[src/rtl/gsqrt_nch.sv]
// rtl/gsqrt_nch.sv - multi-channel unary square-root generator (saturating up/down counter per lane)
module gsqrt_nch #(
    parameter int BW      = 8,
    parameter int CH      = 4,
    parameter int INIT    = 1 << (BW - 1),
    parameter int FB_MODE = 0
) (
    input  logic               clk,
    input  logic               rst_n,
    input  logic               en,
    input  logic [CH-1:0]      clr,
    input  logic [CH*BW-1:0]   randNum,
    input  logic [CH-1:0]      in,
    output logic [CH-1:0]      out,
    output logic [CH-1:0]      sat
);

    if (BW < 2) begin : g_err_bw
        $error("gsqrt_nch: BW must be >= 2");
    end
    if (CH < 1) begin : g_err_ch
        $error("gsqrt_nch: CH must be >= 1");
    end
    if (INIT < 0 || INIT >= (1 << BW)) begin : g_err_init
        $error("gsqrt_nch: INIT must lie in [0, 2^BW)");
    end

    localparam logic [BW-1:0] INIT_V = INIT[BW-1:0];
    localparam logic [BW-1:0] ONE    = {{(BW-1){1'b0}}, 1'b1};
    localparam logic [BW-1:0] MAX    = {BW{1'b1}};

    for (genvar i = 0; i < CH; i++) begin : g_ch
        logic [BW-1:0] cnt_q;
        logic [BW-1:0] cnt_nxt;
        logic [BW-1:0] rn;
        logic          out_d1_q;
        logic          sat_q;
        logic          dec;

        assign rn     = randNum[i*BW +: BW];
        assign out[i] = (cnt_q > rn);
        assign sat[i] = sat_q;

        // Mode 0 squares the output rate (AND of two successive samples); mode 1 is the legacy XNOR.
        assign dec = (FB_MODE == 0) ? (out[i] & out_d1_q) : ~(out[i] ^ out_d1_q);

        always_comb begin
            cnt_nxt = cnt_q;
            if (en) begin
                if (in[i] && !dec && cnt_q != MAX) begin
                    cnt_nxt = cnt_q + ONE;
                end else if (!in[i] && dec && cnt_q != '0) begin
                    cnt_nxt = cnt_q - ONE;
                end
            end
        end

        always_ff @(posedge clk) begin
            if (!rst_n || clr[i]) begin
                cnt_q    <= INIT_V;
                out_d1_q <= 1'b0;
                sat_q    <= 1'b0;
            end else begin
                cnt_q <= cnt_nxt;
                if (en) begin
                    out_d1_q <= out[i];
                end
                sat_q <= (cnt_nxt == '0) || (cnt_nxt == MAX);
            end
        end
    end

endmodule

[config.mk]
export PLATFORM = sky130hd
export DESIGN_NAME = gsqrt_nch
export DESIGN_NICKNAME = d
export VERILOG_FILES = /design/src/rtl/gsqrt_nch.sv
export SDC_FILE = /design/constraint.sdc
export NUM_CORES = 1
export LEC_CHECK = 0
export BUFFER_PORTS_ARGS = -buffer_cell sky130_fd_sc_hd__buf_2
export CAP_MARGIN = 5
export CORE_ASPECT_RATIO = 1.4
export CORE_MARGIN = 3
export CORE_UTILIZATION = 64
export DETAILED_ROUTE_END_ITERATION = 7
export HOLD_SLACK_MARGIN = 0.06
export PLACE_DENSITY = 0.87
export REMOVE_ABC_BUFFERS = 1
export SYNTH_ARGS = -nofsm -noshare
export SYNTH_HDL_FRONTEND = slang
export SYNTH_SLANG_ARGS = --single-unit
[constraint.sdc]
create_clock -name clk -period 9.1 [get_ports clk]
set_input_delay 0 -clock clk [delete_from_list [all_inputs] [get_ports clk]]
set_output_delay 0 -clock clk [all_outputs]
set_load 0.01 [all_outputs]
Word-level counts from Yosys, hierarchy flattened:

Cells that the tools add are included.

* latch bits: 0
* bits in registers: 40
* memories kept: 0
* RAM bits: 0
* memory bits (read-only): 0
* input bits: 43
* word-level logic and storage cells: 89

* $mul: 0
* divide/modulo/power cells: 0
* equal/unequal tests: 8
* mux-type cells: 12
* bitwise logic cells: 4
* shift-type cells: 0
* add/sub/neg operators: 8
* reductions and logical operators: 41
* order comparisons: 4

Operator list (count)
* $mux W8: 12
* $add A8 B1 Y8 const B: 4
* $eq A8 B8 Y1 const B: 4
* $gt A8 B8 Y1: 4
* $logic_not A8 Y1: 4
* $ne A8 B8 Y1 const B: 4
* $reduce_bool A8 Y1: 4
* $sub A8 B1 Y8 const B: 4
* $logic_and A1 B1 Y1: 16
* $logic_not A1 Y1: 9
* $logic_or A1 B1 Y1: 8
* $and A1 B1 Y1: 4

Logic depth before layout (Yosys ltp):

* word-level depth: 9
* depth in mapped cells: 12
* gate-level depth less buffers: 11

Worst setup path before layout:

Ideal clock, no wire load.

* path kind: reg-to-reg
* start point: register g_ch[2].cnt_q[1]
* end point: register g_ch[2].sat_q
* path slack: 6.154 ns
* clock period less this slack: 2.946 ns
* arrival: 2.875 ns
* setup time: 0.072 ns
* data required time: 9.028 ns
* stages on the path, launching flop included: 12
* cell sequence: dfxtp_1 ha_1 nor2b_1 o211ai_1 a21oi_1 o211ai_2 clkbuf_8 mux2i_1 a32oi_1 or4b_1 or4_1 mux2i_1

* longest elaborated chain between the ends: 9

RTL lines
* start, declared: RTL line 33 `logic [BW-1:0] cnt_q;`
* start signal, assigned: RTL line 64 `cnt_q <= cnt_nxt;`
* $gt A8 B8 Y1: RTL line 41 `assign out[i] = (cnt_q > rn);`
* $and A1 B1 Y1: RTL line 45 `assign dec = (FB_MODE == 0) ? (out[i] & out_d1_q) : ~(out[i] ^ out_d1_q);`
* $logic_and A1 B1 Y1 or $logic_not A1 Y1 (tied branches): RTL line 52, 50
* $logic_and A1 B1 Y1, on equally long branches: RTL line 52, 50
* $mux W8 or $logic_and A1 B1 Y1 (tied branches): RTL line 52, 50
* $mux W8: RTL line 50 `if (in[i] && !dec && cnt_q != MAX) begin`
* $mux W8 *: RTL line 49 `if (en) begin`
* $eq A8 B8 Y1 or $logic_not A8 Y1 (tied branches): RTL line 68 `sat_q <= (cnt_nxt == '0) || (cnt_nxt == MAX);`
* $logic_or A1 B1 Y1 *: RTL line 68
* end signal, assigned: RTL line 68
* end, declared: RTL line 37 `logic sat_q;`

Every way passes the cells marked *; elsewhere a longest branch is shown, timed or not.
A chain may end at the register's enable or synchronous reset.

Final worst setup path:

Ends and elaborated chain as after synthesis.

==> impl_metrics.py <==
metrics = {
    "outcome": {
        "status": "complete, no violations",
    },
    "critical_path": {
        "arrival_ns": 3.66,
        "path_max_fanout": 12,
        "startpoint": "g_ch[2].cnt_q[1]",
        "worst-setup-path-type": "flop to flop",
        "start_kind": "flop",
        "crit_required_ns": 9.33,
        "r2r_cells": 10,
        "timing.rr.start": "g_ch[2].cnt_q[1]",
        "cp-end-kind": "flop",
    },
    "timing": {
        "finalCritPeriodShare_pct": 37.7,
        "timing.hold.ws_ns": 0.124,
        "fin_worst_skew_ns": 0.00799,
        "setup-tns-final_ns": 0,
        "tightest_slew_ns": 0.928,
        "slew_violations": 0,
        "grt_setup_unrepaired": "no",
        "hold_viol": 0,
        "fin_crit_ns": 3.43,
        "setup_viol": 0,
        "fmax_mhz": 291,
        "slew_headroom_pct": 36.6,
    },
    "yosys": {
        "synthCells": 510,
        "synth_edf_count": 0,
        "synthDistinctLibCells": 77,
        "synth_area_per_cell_sq_um": 7.77,
        "synth-seq-cells": 40,
        "yosys_warnings": 0,
        "yosysSeqAreaShare_pct": 20.2,
        "async_flop_share_pct": 0,
        "ys.flop_type": "dfxtp_1",
        "netlist_area_sq_mm": 0.00396,
    },
    "grt": {
        "overflow": 0,
        "grt_max_degree": 36,
        "antenna_found_initial": 0,
        "grt_use_total_pct": 25.7,
        "grt_pass1_vias": 3653,
        "grt_pass1_wl_microns": 15300,
    },
    "floorplan": {
        "die_x_microns": 72.5,
        "io_pins": 51,
        "placeableCoreArea_sq_mm": 0.00595,
        "start_util_pct": 66.6,
        "dieArea_sq_mm": 0.00718,
        "rows": 33,
        "die_h_microns": 99.1,
    },
    "clock_network": {
        "cts_setup_buffers": 0,
        "clkTransAtPathRegs_ns": 0.08,
        "cts_htree_levels": 2,
        "cts_hold_buf": 1,
        "clockRootBuffer": "clkbuf_8",
        "cts_buffers": 5,
        "cts_resized": 0,
        "clock_sinks": 40,
        "cts_tree": "yes",
        "clock_path_buffers": 2,
        "clock_latency_ns": 0.30,
    },
    "finish": {
        "drive_above_1_share_pct": 14.8,
        "syn_to_final_growth_pct": 7.49,
        "stdcell_area_sq_mm": 0.00426,
        "fillCellCount": 488,
        "nets": 633,
        "fin_cells": 617,
        "diodes": 0,
    },
    "drt": {
        "wl_per_cell_microns": 14.6,
        "ant_nets": 0,
        "via_count": 3852,
        "drt_wl_total_microns": 9010,
        "drt-vias-per-instance": 6.24,
        "drtPass1Iterations": 5,
        "remaining_drc_errors": 0,
        "dr.first_iter.drc_count": 195,
    },
    "placed_design": {
        "io_buffers": 50,
        "placed_area_sq_mm": 0.00414,
        "gp_congestion": 0.888,
        "dp.cells": 608,
        "hpwl_microns": 7180,
    },
    "power_and_ir_drop": {
        "power.density_mw_per_mm2": 95.4,
        "vdd_drop_max_uv": 89.5,
        "p_leak_nw": 1.95,
        "finalPower_mw": 0.406,
    },
    "hold_path": {
        "holdCritStartpoint": "rst_n",
        "worstHoldPathCells": 3,
        "hold_path_class": "input port to flop",
    },
    "flow_run": {
        "cap_violations": 0,
    },
}
## flip-flops by register name, summed over array words and instances (netlist names)
name	flops
g_ch.cnt_q	32
g_ch.sat_q	4
g_ch.out_d1_q	4
## synthesized netlist by cell type (3+ instances only)
cell type,number,share of area (%)
dfxtp_1,40,20
nor2_1,36,3.4
or3_1,8,1.3
or4_1,3,0.57
and3_1,6,0.95
ha_1,44,14
o22ai_1,4,0.63
a21oi_1,28,3.5
nand2b_1,5,0.79
inv_1,50,4.7
or2_2,7,1.1
and2_1,4,0.63
mux2i_1,17,4.3
o21ai_0,13,1.6
a21boi_0,3,0.57
nor4_1,10,1.6
o211ai_1,8,1.5
or3b_2,3,0.66
a31oi_1,3,0.47
nand3_1,22,2.8
nand2_1,35,3.3
o21a_1,8,1.5
o41ai_1,3,0.66
nand4_1,19,3.0
nor2b_1,12,1.9
nor3_1,19,2.4
buf_4,5,0.95
nand3b_1,3,0.57
clkbuf_1,11,1.0
xnor2_1,18,4.0
## stage by stage
stage / utilization [%] / setup slack [ns]
6_report: 71.6 / 5.67
5_1_grt: 71.6 / 5.41
4_1_cts: 71.6 / 5.67
3_5_place_dp: 69.6 / 5.69
3_3_place_gp: 69.6 / 5.76
2_1_floorplan: - / 5.97
## layout make-up
type	instances	area, sq um	share of cell area [%]
clock buffer	6	72.6	1.70
clock inverter	2	35.0	0.823
inverter	50	188	4.41
multi-input combinational	398	2810	66.1
sequential	40	801	18.8
tap	70	87.6	2.06
timing repair buffer	51	260	6.11
## power by group
| group | leakage [nW] | internal, mW | switching, mW |
|---|---|---|---|
| logic | 1.57 | 0.0349 | 0.0444 |
| clock network | 0.0552 | 0.0815 | 0.0646 |
| registers | 0.323 | 0.177 | 0.00340 |
| total | 1.95 | 0.294 | 0.112 |
## metal layers
layer / vias to the layer above / wire length, microns / GRT usage (%)
li1: 1922 / - / -
met1: 1779 / 3680 / 29.5
met2: 130 / 4640 / 47.4
met3: 21 / 480 / 3.57
met4: 0 / 211 / 9.23
met5: - / 0 / 0
## worst max-delay path, cell delays in order, from the launching register on
cell	delay, ns
dfxtp_1	0.46
ha_1	0.29
nor2b_1	0.13
o211ai_1	0.14
a21oi_1	0.11
o211ai_2	0.58
mux2i_4	0.40
a32oi_1	0.14
or4b_1	0.51
or4_1	0.46
mux2i_1	0.13
## worst paths after layout
kind / end / slack, ns
setup / recovery: g_ch[2].sat_q / 5.67
hold / removal: g_ch[0].cnt_q[7] / 0.12
setup reg to reg: g_ch[2].sat_q / 5.67
hold reg to reg: g_ch[3].out_d1_q / 0.53
## layout by cell type (no fill, tap or decap), types with 3 or more instances in the layout
master and count:
a21boi_0 3, a21oi_1 28, a31oi_1 3, and2_1 4, and3_1 6, buf_2 50, clkbuf_8 5, dfxtp_1 40
ha_1 44, inv_1 50, mux2i_1 17, nand2_1 35, nand2b_1 5, nand3_1 22, nand3b_1 3, nand4_1 19
nor2_1 36, nor2b_1 12, nor3_1 19, nor4_1 10, o211ai_1 8, o21a_1 8, o21ai_0 13, o22ai_1 4
o41ai_1 3, or2_2 7, or3_1 8, or3b_2 3, or4_1 3, xnor2_1 18
## logic make-up (layout without fill, tap and decap cells)
| kind of cell | Yosys count | count (layout) | synth area share (%) |
|---|---|---|---|
| and+or+nand+nor | 211 | 211 | 29.5 |
| AOI/OAI and AO/OA | 105 | 105 | 18.4 |
| buffers and inverters | 72 | 109 | 8.75 |
| adders and majority gates | 44 | 44 | 13.9 |
| DFF | 40 | 40 | 20.2 |
| xor gates and xnor gates | 20 | 20 | 4.42 |
| muxes | 18 | 18 | 4.86 |
(Power assumes the default switching activity.)
